[config.mk]
export PLATFORM = sky130hd
export DESIGN_NAME = dmem_arbiter
export DESIGN_NICKNAME = d
export VERILOG_FILES = /design/src/rtl/dmem_pkg.sv /design/src/rtl/rr_arb2.sv /design/src/rtl/dmem_arbiter.sv
export SDC_FILE = /design/constraint.sdc
export NUM_CORES = 1
export LEC_CHECK = 0
export CORE_MARGIN = 2
export CORE_UTILIZATION = 42
export CTS_BUF_LIST = sky130_fd_sc_hd__clkbuf_2 sky130_fd_sc_hd__clkbuf_4 sky130_fd_sc_hd__clkbuf_8
export DETAILED_ROUTE_END_ITERATION = 8
export GPL_ROUTABILITY_DRIVEN = 0
export MAX_ROUTING_LAYER = met4
export PLACE_DENSITY = 0.88
export SLEW_MARGIN = 5
export SYNTH_ARGS = -nofsm -noshare
export SYNTH_HDL_FRONTEND = slang
export SYNTH_SLANG_ARGS = --single-unit
[constraint.sdc]
create_clock -name clk -period 3.7 [get_ports clk]
set_input_delay 1.11 -clock clk [delete_from_list [all_inputs] [get_ports clk]]
set_output_delay 1.11 -clock clk [all_outputs]
set_load 0.02 [all_outputs]
[src/rtl/dmem_pkg.sv]
// Shared definitions for the data-memory arbiter: RISC-V width codes, the
// arbiter FSM state type and the access legality check.
package dmem_pkg;

    localparam logic [2:0] F3_B  = 3'b000;
    localparam logic [2:0] F3_H  = 3'b001;
    localparam logic [2:0] F3_W  = 3'b010;
    localparam logic [2:0] F3_BU = 3'b100;
    localparam logic [2:0] F3_HU = 3'b101;

    localparam logic [31:0] ADDR_LIMIT_DEFAULT = 32'h0000_0400;

    typedef enum logic [1:0] {
        IDLE,
        ACCESS,
        RESP
    } arb_state_t;

    // An access is rejected when out of range, of undefined width, or misaligned.
    function automatic logic access_err(input logic [2:0]  funct3,
                                        input logic [31:0] addr,
                                        input logic [31:0] limit);
        logic err;
        err = (addr >= limit);
        case (funct3)
            F3_B, F3_BU: ;
            F3_H, F3_HU: if (addr[0]) err = 1'b1;
            F3_W:        if (addr[1:0] != 2'b00) err = 1'b1;
            default:     err = 1'b1;
        endcase
        return err;
    endfunction

endpackage

[src/rtl/rr_arb2.sv]
// Combinational two-way round-robin grant; the last-grant pointer is kept
// by the parent so it only moves when a request is actually accepted.
module rr_arb2 (
    input  logic [1:0] valid,
    input  logic       last,
    output logic [1:0] grant
);

    // On a tie the requester that did not win last time takes the grant.
    always_comb begin
        grant = valid;
        if (valid == 2'b11) begin
            grant = last ? 2'b01 : 2'b10;
        end
    end

endmodule

[src/rtl/dmem_arbiter.sv]
// Two-requester arbiter and sequencer for the data memory: one transaction
// at a time through IDLE -> ACCESS -> RESP, with illegal accesses rejected.
module dmem_arbiter
    import dmem_pkg::*;
#(
    parameter logic [31:0] ADDR_LIMIT = ADDR_LIMIT_DEFAULT,
    parameter int          NREQ       = 2
) (
    input  logic                       clk,
    input  logic                       reset_n,
    input  logic [NREQ-1:0]            req_valid,
    output logic [NREQ-1:0]            req_ready,
    input  logic [NREQ-1:0]            req_we,
    input  logic [NREQ-1:0][31:0]      req_addr,
    input  logic [NREQ-1:0][31:0]      req_wdata,
    input  logic [NREQ-1:0][2:0]       req_funct3,
    output logic [NREQ-1:0]            rsp_valid,
    output logic [31:0]                rsp_rdata,
    output logic                       rsp_err,
    output logic                       mem_we,
    output logic [31:0]                mem_a,
    output logic [31:0]                mem_wd,
    output logic [2:0]                 mem_funct3,
    input  logic [31:0]                mem_rd
);

    arb_state_t      state_q, state_d;
    logic            last_q, last_d;
    logic            owner_q, owner_d;
    logic            we_q, we_d;
    logic            err_q, err_d;
    logic [31:0]     addr_q, addr_d;
    logic [31:0]     wd_q, wd_d;
    logic [2:0]      f3_q, f3_d;
    logic [31:0]     rdata_q, rdata_d;
    logic            rsp_err_q, rsp_err_d;
    logic [NREQ-1:0] rsp_valid_q, rsp_valid_d;
    logic [1:0]      grant;
    logic            sel;

    rr_arb2 u_arb (
        .valid (req_valid),
        .last  (last_q),
        .grant (grant)
    );

    assign sel = grant[1];

    // Ready is withheld while reset is asserted even though the FSM already sits in IDLE.
    assign req_ready  = (state_q == IDLE && reset_n) ? grant : '0;
    assign mem_we     = (state_q == ACCESS) && we_q && !err_q;
    assign mem_a      = addr_q;
    assign mem_wd     = wd_q;
    assign mem_funct3 = f3_q;
    assign rsp_valid  = rsp_valid_q;
    assign rsp_rdata  = rdata_q;
    assign rsp_err    = rsp_err_q;

    always_comb begin
        state_d     = state_q;
        last_d      = last_q;
        owner_d     = owner_q;
        we_d        = we_q;
        err_d       = err_q;
        addr_d      = addr_q;
        wd_d        = wd_q;
        f3_d        = f3_q;
        rdata_d     = rdata_q;
        rsp_err_d   = rsp_err_q;
        rsp_valid_d = '0;
        case (state_q)
            IDLE: begin
                if (|grant) begin
                    owner_d = sel;
                    last_d  = sel;
                    we_d    = req_we[sel];
                    addr_d  = req_addr[sel];
                    wd_d    = req_wdata[sel];
                    f3_d    = req_funct3[sel];
                    err_d   = access_err(req_funct3[sel], req_addr[sel], ADDR_LIMIT);
                    state_d = ACCESS;
                end
            end
            ACCESS: begin
                rdata_d              = (we_q || err_q) ? 32'h0 : mem_rd;
                rsp_err_d            = err_q;
                rsp_valid_d[owner_q] = 1'b1;
                state_d              = RESP;
            end
            RESP:    state_d = IDLE;
            default: state_d = IDLE;
        endcase
    end

    always_ff @(posedge clk or negedge reset_n) begin
        if (!reset_n) begin
            state_q     <= IDLE;
            last_q      <= 1'b1;
            owner_q     <= 1'b0;
            we_q        <= 1'b0;
            err_q       <= 1'b0;
            addr_q      <= 32'h0;
            wd_q        <= 32'h0;
            f3_q        <= F3_W;
            rdata_q     <= 32'h0;
            rsp_err_q   <= 1'b0;
            rsp_valid_q <= '0;
        end else begin
            state_q     <= state_d;
            last_q      <= last_d;
            owner_q     <= owner_d;
            we_q        <= we_d;
            err_q       <= err_d;
            addr_q      <= addr_d;
            wd_q        <= wd_d;
            f3_q        <= f3_d;
            rdata_q     <= rdata_d;
            rsp_err_q   <= rsp_err_d;
            rsp_valid_q <= rsp_valid_d;
        end
    end

endmodule

# [After elaboration in Yosys (flattened, before gate mapping)]
# Index checks and enable logic that the tools add are counted.
[word_totals] register_bits=108 out_inout_bits=105 word_cells=55
[classes] order_cmp=4 eq_ne=7 muxes=20 reduce_logical=13
[op_table] op="32-bit 2-to-1 mux" count=5
[op_table] op="32-bit by 11-bit >= comparator with 1-bit output (second input constant)" count=1
[op_table] op="2-bit 2-to-1 mux" count=5
[op_table] op="3-bit equality test (second input constant)" count=2
[op_table] op="3-bit 2-to-1 mux" count=2
[op_table] op="2-bit OR reduction" count=3
[op_table] op="1-bit 2-to-1 mux" count=5
[op_table] op="1-bit logical AND" count=4
[op_table] op="1-bit by 2-bit less-than comparator with 1-bit output (second input constant)" count=2
[op_table] op="2-bit one-hot mux with 2 select lines" count=1
[op_table] op="3-bit by 1-bit equality test with 1-bit output (second input constant)" count=1
[op_table] op="3-bit by 2-bit equality test with 1-bit output (second input constant)" count=1
[op_table] op="3-bit zero test" count=1
[op_table] op="1-bit one-hot mux with 3 select lines" count=1
[op_table] op="2-bit by 1-bit equality test with 1-bit output (second input constant)" count=1
[op_table] op="2-bit equality test (second input constant)" count=1
[op_table] op="2-bit zero test" count=1
[op_table] op="2-bit by 1-bit inequality test with 1-bit output (second input constant)" count=1
[op_table] op="2-bit AND reduction" count=1
[op_table] op="2-bit nonzero test" count=1
[op_table] op="1-bit demux with 1-bit select" count=1
[op_table] op="1-bit >= comparator (second input constant)" count=1
[op_table] op="1-bit zero test" count=1
[op_table] op="1-bit logical OR" count=1

# [Longest topological paths before layout]
# Gate-level depths: netlist (run 1).
[logic_depth] ltp_word=7 mapped_depth=7 ltp_nobuf=5

# [Modules after synthesis]
# From an unflattened synthesis (run 1), not the netlist that was laid out.
[hier_totals] hier_cells=423 hier_area_um2=4858.4
[modules_own_cells] module="dmem_arbiter" n_inst=1 cells_each=420 area_per_inst_um2=4839.6 seq_area_each_um2=2705.1
[modules_own_cells] module="rr_arb2" n_inst=1 cells_each=3 area_per_inst_um2=18.8 seq_area_each_um2=0.0

# [Least setup slack after synthesis (run 1)]
# OpenSTA, ideal clock, no wires.
[synth_path] path_kind="input port to output port" start="input req_valid[1]" end="output req_ready[1]" arrival_ns=1.868 setup_slack_ns=0.722 cell_stages=4 cell_sequence="a21boi_2 buf_4 buf_6 and3_1"
[synth_via] elab_chain_len=3
[synth_rtl] element="start: declaration" line="dmem_arbiter.sv:11" source="input logic [NREQ-1:0] req_valid,"
[synth_rtl] element="2-bit equality test" line="rr_arb2.sv:12" source="if (valid == 2'b11) begin"
[synth_rtl] element="2-bit 2-to-1 mux (*)" line="rr_arb2.sv:12"
[synth_rtl] element="2-bit 2-to-1 mux (*)" line="dmem_arbiter.sv:50" source="assign req_ready = (state_q == IDLE && reset_n) ? grant : '0;"
[synth_rtl] element="end: declaration" line="dmem_arbiter.sv:12" source="output logic [NREQ-1:0] req_ready,"
# Every way passes the cells marked *; elsewhere a longest branch is shown, timed or not.

# [Worst setup path in the final report (run 1)]
[layout_path] start="input req_valid[1]" end="output req_ready[0]"
[layout_via] elab_chain_len=3
[layout_rtl] element="2-bit equality test" line="rr_arb2.sv:12"
[layout_rtl] element="2-bit 2-to-1 mux" line="rr_arb2.sv:12"
[layout_rtl] element="2-bit 2-to-1 mux" line="dmem_arbiter.sv:50"
# Every way passes these cells.

==> results of run 1 <==
## routing by layer
metal	vias up	track usage, %	share of wire (%)
met5	-	-	0
met1	2019	24.4	37
li1	2036	-	-
met3	32	6.29	9.0
met4	0	10.4	2.3
met2	191	43.3	52
## power groups by stage
stage               logic [uW]  clock network [uW]  registers [uW]
global placement          2470                   0            1820
finish                    2520                 795            1820
detailed placement        2540                   0            1840
global route              2700                 866            1870
floorplan                  865                   0            2280
CTS                       2550                 811            1820
## metrics by stage
stage,instances,power [uW]
after global routing,831,5430
after CTS,831,5180
final,831,5130
after floorplan,421,3140
after global placement,815,4290
after detailed placement,815,4380
## worst paths after layout
| check | cells past startpoint | end | slack, ns | start |
|---|---|---|---|---|
| max in group asynchronous | 3 | mem_a[28] | 1.61 | reset_n |
| min in group asynchronous | 2 | rsp_rdata[27] | 0.91 | reset_n |
| hold reg to reg | 1 | rsp_valid[0] | 0.44 | owner_q |
| setup / recovery | 4 | req_ready[0] | 0.16 | req_valid[1] |
| hold / removal | 1 | rsp_valid[0] | 0.44 | owner_q |
| setup reg to reg | 4 | rsp_rdata[8] | 1.60 | state_q[1] |
## worst register-to-register path, cell delays in order (launching register included)
cell,delay [ns]
dfrtp_1,0.41
nand2b_1,0.16
buf_4,0.26
nor3_4,0.91
a22o_1,0.28
## synthesized netlist by cell type (all sizes together)
cell	instances	area, um2
nand3b	1	7.51
o22ai	1	6.26
a21oi	3	15.0
nor4	10	62.6
and3	1	6.26
nor3	1	10.0
buf	24	170
a21boi	1	11.3
mux2i	68	681
nor3b	1	7.51
nand2	72	270
nand4b	1	8.76
dfstp	2	52.6
o31ai	2	15.0
dfrtp	106	2650
a31oi	1	6.26
clkbuf	6	25.0
a22o	32	280
o2111a	1	11.3
nand2b	1	6.26
o21ai	72	360
nor2	6	30.0
inv	4	15.0
nand3	3	15.0
nand4	1	6.26
## final cells by class
cell class	count	area [um2]	share of cell area, %
multi-input cells	279	1840	23.5
clock buffers	10	138	1.76
repair buffers	284	2870	36.6
flip-flops and latches	108	2710	34.5
inverters	4	15.0	0.192
well taps	140	175	2.24
clock inverters	6	87.6	1.12
## flip-flops by register name, indices dropped and copies added, names as in the netlist
register    flops
rsp_rdata      32
last_q          1
mem_wd         32
err_q           1
rsp_valid       2
mem_funct3      3
mem_a          32
rsp_err         1
state_q         2
we_q            1
owner_q         1
## cell families after synthesis
group / share of synthesized area (%)
buf+inv: 4.44
mux: 14.4
flops: 57.2
compound gates: 14.9
simple gates: 9.10
==> impl_metrics.xml, run 1 <==
<?xml version="1.0" encoding="UTF-8"?>
<metrics>
  <group name="setup_path">
    <metric name="crit_slowest_cell" unit="">clkdlybuf4s50_1</metric>
    <metric name="timing.critical_path.max_delay_family" unit="">buffers and inverters</metric>
    <metric name="crit_start_category" unit="">input pin</metric>
    <metric name="worstPathBufferInverterCount" unit="">3</metric>
    <metric name="timing_worst_setup_path_type" unit="">input pin to primary output</metric>
    <metric name="worstPathCellList" unit="">clkdlybuf4s50_1, inv_1, o2111a_1, clkdlybuf4s50_1</metric>
    <metric name="worst_ep_arrival_time" unit="ns">2.43</metric>
    <metric name="timing.critical_path.mode_cell" unit="">clkdlybuf4s50_1</metric>
    <metric name="critPathCaptureType" unit="">primary output</metric>
    <metric name="timing.critical_path.fanout_max" unit="">2</metric>
    <metric name="critical_path_required" unit="ns">2.59</metric>
    <metric name="slowest_delay" unit="ns">0.55</metric>
  </group>
  <group name="placement">
    <metric name="port_buffers" unit="">276</metric>
    <metric name="placedInstanceArea" unit="mm2">0.00760</metric>
    <metric name="post-dp-hpwl" unit="um">11200</metric>
    <metric name="place_ws" unit="ns">0.154</metric>
  </group>
  <group name="synthesis">
    <metric name="ys_warn_count" unit="">0</metric>
    <metric name="net_count_synth" unit="">593</metric>
    <metric name="cell_count_after_synthesis" unit="">421</metric>
    <metric name="synth_seq_area_share" unit="%">57.2</metric>
    <metric name="synth_seq_cells" unit="">108</metric>
    <metric name="netlist-cell-type-count" unit="">30</metric>
    <metric name="syn_area_per_cell" unit="um2">11.2</metric>
    <metric name="mappedNetlistArea" unit="mm2">0.00473</metric>
  </group>
  <group name="power">
    <metric name="clkPwrFrac" unit="%">15.5</metric>
    <metric name="cellPowerDensity" unit="mW/mm2">655</metric>
    <metric name="pwr-share-comb" unit="%">49.1</metric>
    <metric name="power_frac_seq" unit="%">35.4</metric>
    <metric name="internal_power" unit="uW">3150</metric>
    <metric name="p_sw" unit="uW">1980</metric>
    <metric name="irDropWorstVdd" unit="mV">0.411</metric>
    <metric name="static_power_due_to_leakage" unit="uW">0.00336</metric>
    <metric name="power_switching_share" unit="%">38.7</metric>
  </group>
  <group name="sta">
    <metric name="final.hold.worst_slack" unit="ns">0.439</metric>
    <metric name="finalSetupTns" unit="ns">0</metric>
    <metric name="worst-slew-pin-transition" unit="ns">1.15</metric>
    <metric name="hold_viol_final" unit="">0</metric>
    <metric name="fmax" unit="MHz">282</metric>
    <metric name="post-route-worst-setup-slack" unit="ns">0.158</metric>
    <metric name="setup_repair_after_global_routing_missed_its_margin" unit="">false</metric>
    <metric name="final-setup-viol-count" unit="">0</metric>
    <metric name="slew_viol_final" unit="">0</metric>
    <metric name="max-slew-margin-rel" unit="%">23.3</metric>
    <metric name="post-route-period-util" unit="%">95.7</metric>
    <metric name="fin_crit" unit="ns">3.54</metric>
    <metric name="final.setup_skew" unit="ns">0.0126</metric>
  </group>
  <group name="clocking">
    <metric name="clkSlewWorstSetupHoldPaths" unit="ns">0.10</metric>
    <metric name="numClockSinks" unit="">108</metric>
    <metric name="clock_tree_from_tritoncts" unit="">done</metric>
    <metric name="cts.root.buffer_cell" unit="">clkbuf_8</metric>
    <metric name="insertion_delay" unit="ns">0.36</metric>
    <metric name="cts_resized" unit="">0</metric>
    <metric name="postCtsHoldBufs" unit="">0</metric>
    <metric name="numCtsBuffers" unit="">9</metric>
    <metric name="htreeDepth" unit="">3</metric>
    <metric name="cts-root-to-sink-buffers" unit="">2</metric>
    <metric name="cts.repair_timing.setup_buffer_count" unit="">0</metric>
  </group>
  <group name="layout">
    <metric name="stdcell_area" unit="mm2">0.00783</metric>
    <metric name="fill_cells" unit="">788</metric>
    <metric name="antenna_cells_inserted" unit="">0</metric>
    <metric name="area_growth_syn_to_layout" unit="%">65.5</metric>
    <metric name="layout.core_utilization" unit="%">71.6</metric>
    <metric name="fin_nets" unit="">858</metric>
    <metric name="most-common-layout-cells" unit="">clkdlybuf4s50_1 (274), dfrtp_1 (106), nand2_1 (72)</metric>
    <metric name="drive_gt1_share" unit="%">4.63</metric>
    <metric name="mostFrequentLayoutCell" unit="">clkdlybuf4s50_1</metric>
  </group>
  <group name="detailed_routing">
    <metric name="wl_per_cell" unit="um">17.4</metric>
    <metric name="drc" unit="">0</metric>
    <metric name="num_vias" unit="">4278</metric>
    <metric name="post_drt_via_cell_ratio" unit="">5.15</metric>
    <metric name="drt-initial-drc-count" unit="">173</metric>
    <metric name="dr.pass1.iters" unit="">4</metric>
    <metric name="route.final.wire_length" unit="um">14500</metric>
    <metric name="drtAntennaViolNets" unit="">0</metric>
  </group>
  <group name="die">
    <metric name="fp.dieH" unit="um">110</metric>
    <metric name="die_area" unit="mm2">0.0121</metric>
    <metric name="core_footprint" unit="mm2">0.0109</metric>
    <metric name="initial_core_util" unit="%">43.3</metric>
    <metric name="pin_count" unit="">277</metric>
    <metric name="std_cell_rows" unit="">38</metric>
    <metric name="die_width" unit="um">110</metric>
  </group>
  <group name="global_route">
    <metric name="gr-usage-all-layers" unit="%">24.0</metric>
    <metric name="grt_pass1_wl" unit="um">21400</metric>
    <metric name="antenna_found_initial" unit="">0</metric>
    <metric name="grt_max_degree" unit="">74</metric>
    <metric name="first_global_vias" unit="">4365</metric>
    <metric name="global_route.overflow_total" unit="">0</metric>
  </group>
  <group name="hold_path">
    <metric name="worstHoldPathType" unit="">flop to flop</metric>
  </group>
  <group name="flow_run">
    <metric name="maxCapViolCount" unit="">0</metric>
  </group>
  <group name="run_status">
    <metric name="outcome" unit="">finished, final reports clean</metric>
  </group>
</metrics>
(Power assumes the default switching activity.)
==> inputs of run 2 (changes only) <==
Settings changed: CAP_MARGIN from default to 20, CORE_MARGIN 2 to 1.5.
==> run 2 against run 1 <==
Against the previous run: first-iteration DRC count up 2.9%; clock skew fell by 0.0021 ns; maximum frequency increased by 2.0%; critical endpoint unchanged; largest cell class unchanged; largest power group unchanged.
==> impl_metrics.xml, run 2 (synthesis results as in run 1) <==
<?xml version="1.0" encoding="UTF-8"?>
<metrics>
  <group name="run_status">
    <metric name="outcome" unit="">finished, final reports clean</metric>
  </group>
  <group name="global_route">
    <metric name="first_global_vias" unit="">4323</metric>
    <metric name="antenna_found_initial" unit="">1</metric>
    <metric name="global_route.overflow_total" unit="">0</metric>
    <metric name="grt_max_degree" unit="">58</metric>
    <metric name="grt_pass1_wl" unit="um">21200</metric>
    <metric name="gr-usage-all-layers" unit="%">23.9</metric>
  </group>
  <group name="hold_path">
    <metric name="worstHoldPathType" unit="">flop to flop</metric>
    <metric name="hold_path_startpoint" unit="">owner_q</metric>
  </group>
  <group name="layout">
    <metric name="drive_gt1_share" unit="%">5.44</metric>
    <metric name="stdcell_area" unit="mm2">0.00787</metric>
    <metric name="fill_cells" unit="">764</metric>
    <metric name="ff_latch_area" unit="mm2">0.00271</metric>
    <metric name="area_growth_syn_to_layout" unit="%">66.3</metric>
    <metric name="multi_input_gate_area" unit="mm2">0.00184</metric>
    <metric name="most-common-layout-cells" unit="">clkdlybuf4s50_1 (273), dfrtp_1 (106), nand2_1 (72)</metric>
    <metric name="mostFrequentLayoutCell" unit="">clkdlybuf4s50_1</metric>
    <metric name="layout.core_utilization" unit="%">71.9</metric>
    <metric name="fin_nets" unit="">865</metric>
  </group>
  <group name="die">
    <metric name="core_footprint" unit="mm2">0.0109</metric>
    <metric name="initial_core_util" unit="%">43.3</metric>
    <metric name="fp.dieH" unit="um">109</metric>
    <metric name="die_width" unit="um">109</metric>
    <metric name="die_area" unit="mm2">0.0119</metric>
    <metric name="std_cell_rows" unit="">38</metric>
    <metric name="pin_count" unit="">277</metric>
  </group>
  <group name="detailed_routing">
    <metric name="drt-initial-drc-count" unit="">178</metric>
    <metric name="dr.pass1.iters" unit="">4</metric>
    <metric name="drtAntennaViolNets" unit="">0</metric>
    <metric name="num_vias" unit="">4265</metric>
    <metric name="route.final.wire_length" unit="um">13900</metric>
    <metric name="wl_per_cell" unit="um">16.6</metric>
    <metric name="post_drt_via_cell_ratio" unit="">5.08</metric>
    <metric name="drc" unit="">0</metric>
  </group>
  <group name="sta">
    <metric name="fmax" unit="MHz">288</metric>
    <metric name="max-slew-margin-rel" unit="%">52.5</metric>
    <metric name="final.setup_skew" unit="ns">0.0105</metric>
    <metric name="hold_viol_final" unit="">0</metric>
    <metric name="slew_viol_final" unit="">0</metric>
    <metric name="worst-slew-pin-transition" unit="ns">0.713</metric>
    <metric name="final-setup-viol-count" unit="">0</metric>
    <metric name="fin_crit" unit="ns">3.47</metric>
    <metric name="final.hold.worst_slack" unit="ns">0.446</metric>
    <metric name="setup_repair_after_global_routing_missed_its_margin" unit="">false</metric>
    <metric name="finalSetupTns" unit="ns">0</metric>
    <metric name="post-route-period-util" unit="%">93.9</metric>
  </group>
  <group name="setup_path">
    <metric name="critical_path_required" unit="ns">2.59</metric>
    <metric name="critPathCaptureType" unit="">primary output</metric>
    <metric name="crit_start_category" unit="">input pin</metric>
    <metric name="timing_worst_setup_path_type" unit="">input pin to primary output</metric>
    <metric name="cp-endpoint" unit="">req_ready[0]</metric>
    <metric name="worst_ep_arrival_time" unit="ns">2.36</metric>
    <metric name="cp-startpoint" unit="">req_valid[1]</metric>
    <metric name="rr_endpoint" unit="">mem_wd[9]</metric>
    <metric name="timing.critical_path.fanout_max" unit="">3</metric>
    <metric name="worstReg2RegStart" unit="">last_q</metric>
    <metric name="worst_r2r_path_depth" unit="">5</metric>
    <metric name="ff2ff_setup_slack" unit="ns">1.43</metric>
  </group>
  <group name="power">
    <metric name="clkPwrFrac" unit="%">14.2</metric>
    <metric name="power_frac_seq" unit="%">35.6</metric>
    <metric name="power_switching_share" unit="%">38.8</metric>
    <metric name="power" unit="uW">5120</metric>
    <metric name="cellPowerDensity" unit="mW/mm2">651</metric>
    <metric name="pwr-share-comb" unit="%">50.3</metric>
    <metric name="static_power_due_to_leakage" unit="uW">0.00340</metric>
    <metric name="p_sw" unit="uW">1980</metric>
    <metric name="irDropWorstVdd" unit="mV">0.429</metric>
    <metric name="internal_power" unit="uW">3140</metric>
  </group>
  <group name="clocking">
    <metric name="postCtsHoldBufs" unit="">0</metric>
    <metric name="cts_resized" unit="">2</metric>
    <metric name="clock_tree_from_tritoncts" unit="">done</metric>
    <metric name="clkSlewWorstSetupHoldPaths" unit="ns">0.10</metric>
    <metric name="cts-root-to-sink-buffers" unit="">2</metric>
    <metric name="htreeDepth" unit="">3</metric>
    <metric name="numClockSinks" unit="">108</metric>
    <metric name="cts.root.buffer_cell" unit="">clkbuf_8</metric>
    <metric name="insertion_delay" unit="ns">0.36</metric>
    <metric name="numCtsBuffers" unit="">9</metric>
    <metric name="cts.repair_timing.setup_buffer_count" unit="">0</metric>
  </group>
  <group name="placement">
    <metric name="port_buffers" unit="">276</metric>
    <metric name="post-dp-hpwl" unit="um">10900</metric>
    <metric name="placedInstanceArea" unit="mm2">0.00765</metric>
  </group>
  <group name="flow_run">
    <metric name="maxCapViolCount" unit="">0</metric>
  </group>
</metrics>
[run 2: cell types whose count changed in the layout (fill, tap and decap cells not counted)]
cell	previous run	this run
diode_2	0	1
bufinv_16	2	1
dlygate4sd2_1	0	2
clkinv_4	2	1
buf_8	0	1
clkinv_2	2	3
buf_4	6	11
clkdlybuf4s50_1	274	273
inv_6	0	1
[run 2: worst min-delay path by stage]
stage | to | slack [ns] | cells after the start
after floorplan | rsp_valid[0] | 0.40 | 1
after global placement | rsp_valid[0] | 0.41 | 1
after detailed placement | rsp_valid[0] | 0.43 | 1
after CTS | rsp_valid[0] | 0.44 | 1
after global routing | rsp_valid[0] | 0.45 | 1
final | rsp_valid[0] | 0.45 | 1
[run 2: cell type report]
type                            count  share of cell area, %
Multi-Input combinational cell    279                   23.4
Tap cell                          140                   2.23
Antenna cell                        1                 0.0318
Inverter                            4                  0.191
Clock buffer                       10                   1.75
Clock inverter                      6                  0.795
Sequential cell                   108                   34.4
Timing Repair Buffer              291                   37.2
[run 2: worst max-delay path, stage by stage]
cell and delay (ns):
clkdlybuf4s50_1 0.49, buf_4 0.14, inv_1 0.04, o2111a_1 0.25, dlygate4sd2_1 0.32
[run 2: per-stage QoR]
stage,std cells,setup WS (ns)
finish,839,0.227
global route,839,0.184
CTS,837,0.224
detailed placement,821,-0.0279
global placement,821,0.00767
floorplan,421,0.722
[run 2: power groups by stage]
stage | Clock (uW) | Combinational (uW) | Sequential (uW)
2_1_floorplan | 0 | 865 | 2280
3_3_place_gp | 0 | 2530 | 1820
3_5_place_dp | 0 | 2600 | 1840
4_1_cts | 745 | 2600 | 1820
5_1_grt | 798 | 2770 | 1870
6_report | 725 | 2570 | 1820
[run 2: per-layer routing]
metal | track usage (%) | vias to the layer above | share of wire (%)
met2 | 41.7 | 186 | 51
li1 | - | 2052 | -
met4 | 10.2 | 0 | 2.7
met3 | 5.68 | 24 | 7.9
met5 | - | - | 0
met1 | 25.9 | 2003 | 38
==> inputs of run 3 (changes only) <==
Settings changed: CORE_MARGIN 1.5 to default, HOLD_SLACK_MARGIN from default to 0.03, MAX_ROUTING_LAYER met4 to default.
==> run 3 against run 2 <==
Against the previous run: clock skew grew 0.0024 ns; die area shrank 1.8%; critical path type unchanged; highest routed layer unchanged; global-route usage grew 0.25 points; first-iteration DRC count shrank 12%.
==> impl_metrics.xml, run 3 (synthesis results as in run 1) <==
<?xml version="1.0" encoding="UTF-8"?>
<metrics>
  <group name="run_status">
    <metric name="outcome" unit="">finished, final reports clean</metric>
  </group>
  <group name="setup_path">
    <metric name="worstReg2RegStart" unit="">last_q</metric>
    <metric name="worst_r2r_path_depth" unit="">5</metric>
    <metric name="critPathCaptureType" unit="">primary output</metric>
    <metric name="critical_path_required" unit="ns">2.59</metric>
    <metric name="ff2ff_setup_slack" unit="ns">1.46</metric>
    <metric name="worst_ep_arrival_time" unit="ns">2.36</metric>
    <metric name="timing_worst_setup_path_type" unit="">input pin to primary output</metric>
    <metric name="crit_start_category" unit="">input pin</metric>
    <metric name="rr_endpoint" unit="">mem_wd[15]</metric>
    <metric name="timing.critical_path.fanout_max" unit="">2</metric>
  </group>
  <group name="die">
    <metric name="initial_core_util" unit="%">43.5</metric>
    <metric name="std_cell_rows" unit="">38</metric>
    <metric name="die_width" unit="um">108</metric>
    <metric name="pin_count" unit="">277</metric>
    <metric name="die_area" unit="mm2">0.0117</metric>
    <metric name="core_footprint" unit="mm2">0.0109</metric>
    <metric name="fp.dieH" unit="um">108</metric>
  </group>
  <group name="global_route">
    <metric name="global_route.overflow_total" unit="">0</metric>
    <metric name="first_global_vias" unit="">4330</metric>
    <metric name="grt_pass1_wl" unit="um">21300</metric>
    <metric name="antenna_found_initial" unit="">0</metric>
    <metric name="gr-usage-all-layers" unit="%">24.1</metric>
    <metric name="grt_max_degree" unit="">72</metric>
  </group>
  <group name="clocking">
    <metric name="numClockSinks" unit="">108</metric>
    <metric name="clkSlewWorstSetupHoldPaths" unit="ns">0.10</metric>
    <metric name="cts-root-to-sink-buffers" unit="">2</metric>
    <metric name="postCtsHoldBufs" unit="">0</metric>
    <metric name="clock_tree_from_tritoncts" unit="">done</metric>
    <metric name="insertion_delay" unit="ns">0.37</metric>
    <metric name="htreeDepth" unit="">3</metric>
    <metric name="cts.root.buffer_cell" unit="">clkbuf_8</metric>
    <metric name="numCtsBuffers" unit="">9</metric>
    <metric name="cts.repair_timing.setup_buffer_count" unit="">0</metric>
  </group>
  <group name="placement">
    <metric name="post-dp-hpwl" unit="um">11000</metric>
    <metric name="port_buffers" unit="">276</metric>
    <metric name="place_ws" unit="ns">-0.0635</metric>
    <metric name="place.detailed.instances" unit="">816</metric>
  </group>
  <group name="sta">
    <metric name="final.setup_skew" unit="ns">0.0129</metric>
    <metric name="slew_viol_final" unit="">0</metric>
    <metric name="fmax" unit="MHz">288</metric>
    <metric name="post-route-worst-setup-slack" unit="ns">0.227</metric>
    <metric name="final.hold.worst_slack" unit="ns">0.445</metric>
    <metric name="fin_crit" unit="ns">3.47</metric>
    <metric name="worst-slew-pin-transition" unit="ns">0.713</metric>
    <metric name="post-route-period-util" unit="%">93.9</metric>
    <metric name="setup_repair_after_global_routing_missed_its_margin" unit="">false</metric>
    <metric name="max-slew-margin-rel" unit="%">52.4</metric>
    <metric name="final-setup-viol-count" unit="">0</metric>
    <metric name="hold_viol_final" unit="">0</metric>
  </group>
  <group name="power">
    <metric name="static_power_due_to_leakage" unit="uW">0.00336</metric>
    <metric name="power_switching_share" unit="%">40.0</metric>
    <metric name="p_sw" unit="uW">1980</metric>
    <metric name="pwr-share-comb" unit="%">49.7</metric>
    <metric name="internal_power" unit="uW">2980</metric>
    <metric name="irDropWorstVdd" unit="mV">0.472</metric>
    <metric name="power_frac_seq" unit="%">36.7</metric>
    <metric name="cellPowerDensity" unit="mW/mm2">638</metric>
    <metric name="clkPwrFrac" unit="%">13.6</metric>
  </group>
  <group name="detailed_routing">
    <metric name="route.final.wire_length" unit="um">14200</metric>
    <metric name="drtAntennaViolNets" unit="">0</metric>
    <metric name="dr.pass1.iters" unit="">4</metric>
    <metric name="drc" unit="">0</metric>
    <metric name="wl_per_cell" unit="um">17.0</metric>
    <metric name="post_drt_via_cell_ratio" unit="">5.07</metric>
    <metric name="drt-initial-drc-count" unit="">156</metric>
    <metric name="num_vias" unit="">4226</metric>
  </group>
  <group name="layout">
    <metric name="ff_latch_area" unit="mm2">0.00271</metric>
    <metric name="instances_no_fill" unit="">833</metric>
    <metric name="antenna_cells_inserted" unit="">0</metric>
    <metric name="drive_gt1_share" unit="%">4.76</metric>
    <metric name="area_growth_syn_to_layout" unit="%">64.3</metric>
    <metric name="most-common-layout-cells" unit="">clkdlybuf4s50_1 (273), dfrtp_1 (106), nand2_1 (72)</metric>
    <metric name="multi_input_gate_area" unit="mm2">0.00184</metric>
    <metric name="fill_cells" unit="">798</metric>
    <metric name="fin_nets" unit="">860</metric>
    <metric name="mostFrequentLayoutCell" unit="">clkdlybuf4s50_1</metric>
  </group>
  <group name="hold_path">
    <metric name="hold_path_end" unit="">rsp_valid[0]</metric>
    <metric name="hold_path_startpoint" unit="">owner_q</metric>
    <metric name="worstHoldPathType" unit="">flop to flop</metric>
    <metric name="holdPathStages" unit="">1</metric>
  </group>
  <group name="flow_run">
    <metric name="maxCapViolCount" unit="">0</metric>
  </group>
</metrics>
==> run 3: metal layers <==
| layer | share of wire, % | track usage, % | wire (um) |
|---|---|---|---|
| met1 | 37 | 25.6 | 5180 |
| met2 | 52 | 43.5 | 7340 |
| met3 | 8.9 | 7.47 | 1260 |
| met4 | 2.7 | 11.3 | 378 |
| met5 | 0 | 0 | 0 |
==> run 3: power by group through the flow <==
stage | clock [uW] | combinational, uW | sequential [uW]
4_1_cts | 703 | 2490 | 1830
3_5_place_dp | 0 | 2490 | 1850
3_3_place_gp | 0 | 2430 | 1820
6_report | 677 | 2460 | 1820
5_1_grt | 756 | 2650 | 1870
2_1_floorplan | 0 | 865 | 2280
==> run 3: final cells by class <==
class,instances,area share (%)
Clock buffer,9,1.59
Clock inverter,7,0.756
Inverter,4,0.193
Multi-Input combinational cell,279,23.7
Sequential cell,108,34.8
Tap cell,140,2.25
Timing Repair Buffer,286,36.7
==> run 3: through the flow <==
step,setup TNS [ns],power (uW),util [%],cell area (um2)
2_1_floorplan,0,3140,-,4730
3_3_place_gp,-0.0425,4250,69.6,7580
3_5_place_dp,-0.0635,4330,69.6,7580
4_1_cts,0,5020,71.3,7760
5_1_grt,0,5280,71.4,7780
6_report,0,4960,71.4,7780
==> run 3: critical path: stages <==
cell and delay (ns):
clkdlybuf4s50_1 0.49, a21boi_4 0.20, and3_1 0.17, dlygate4sd2_1 0.38
==> run 3: worst max-delay path by stage <==
stage / from / end / slack (ns)
6_report: req_valid[1] / req_ready[1] / 0.23
5_1_grt: req_valid[1] / req_ready[1] / 0.16
4_1_cts: req_valid[0] / req_ready[0] / 0.008
3_5_place_dp: req_valid[1] / req_ready[1] / -0.06
3_3_place_gp: req_valid[1] / req_ready[1] / -0.04
2_1_floorplan: req_valid[1] / req_ready[1] / 0.72
==> run 3: repair_timing <==
item,CTS,global route
resized for setup,1,1
hold endpoints to repair,0,0
endpoints found under the setup margin,1,1
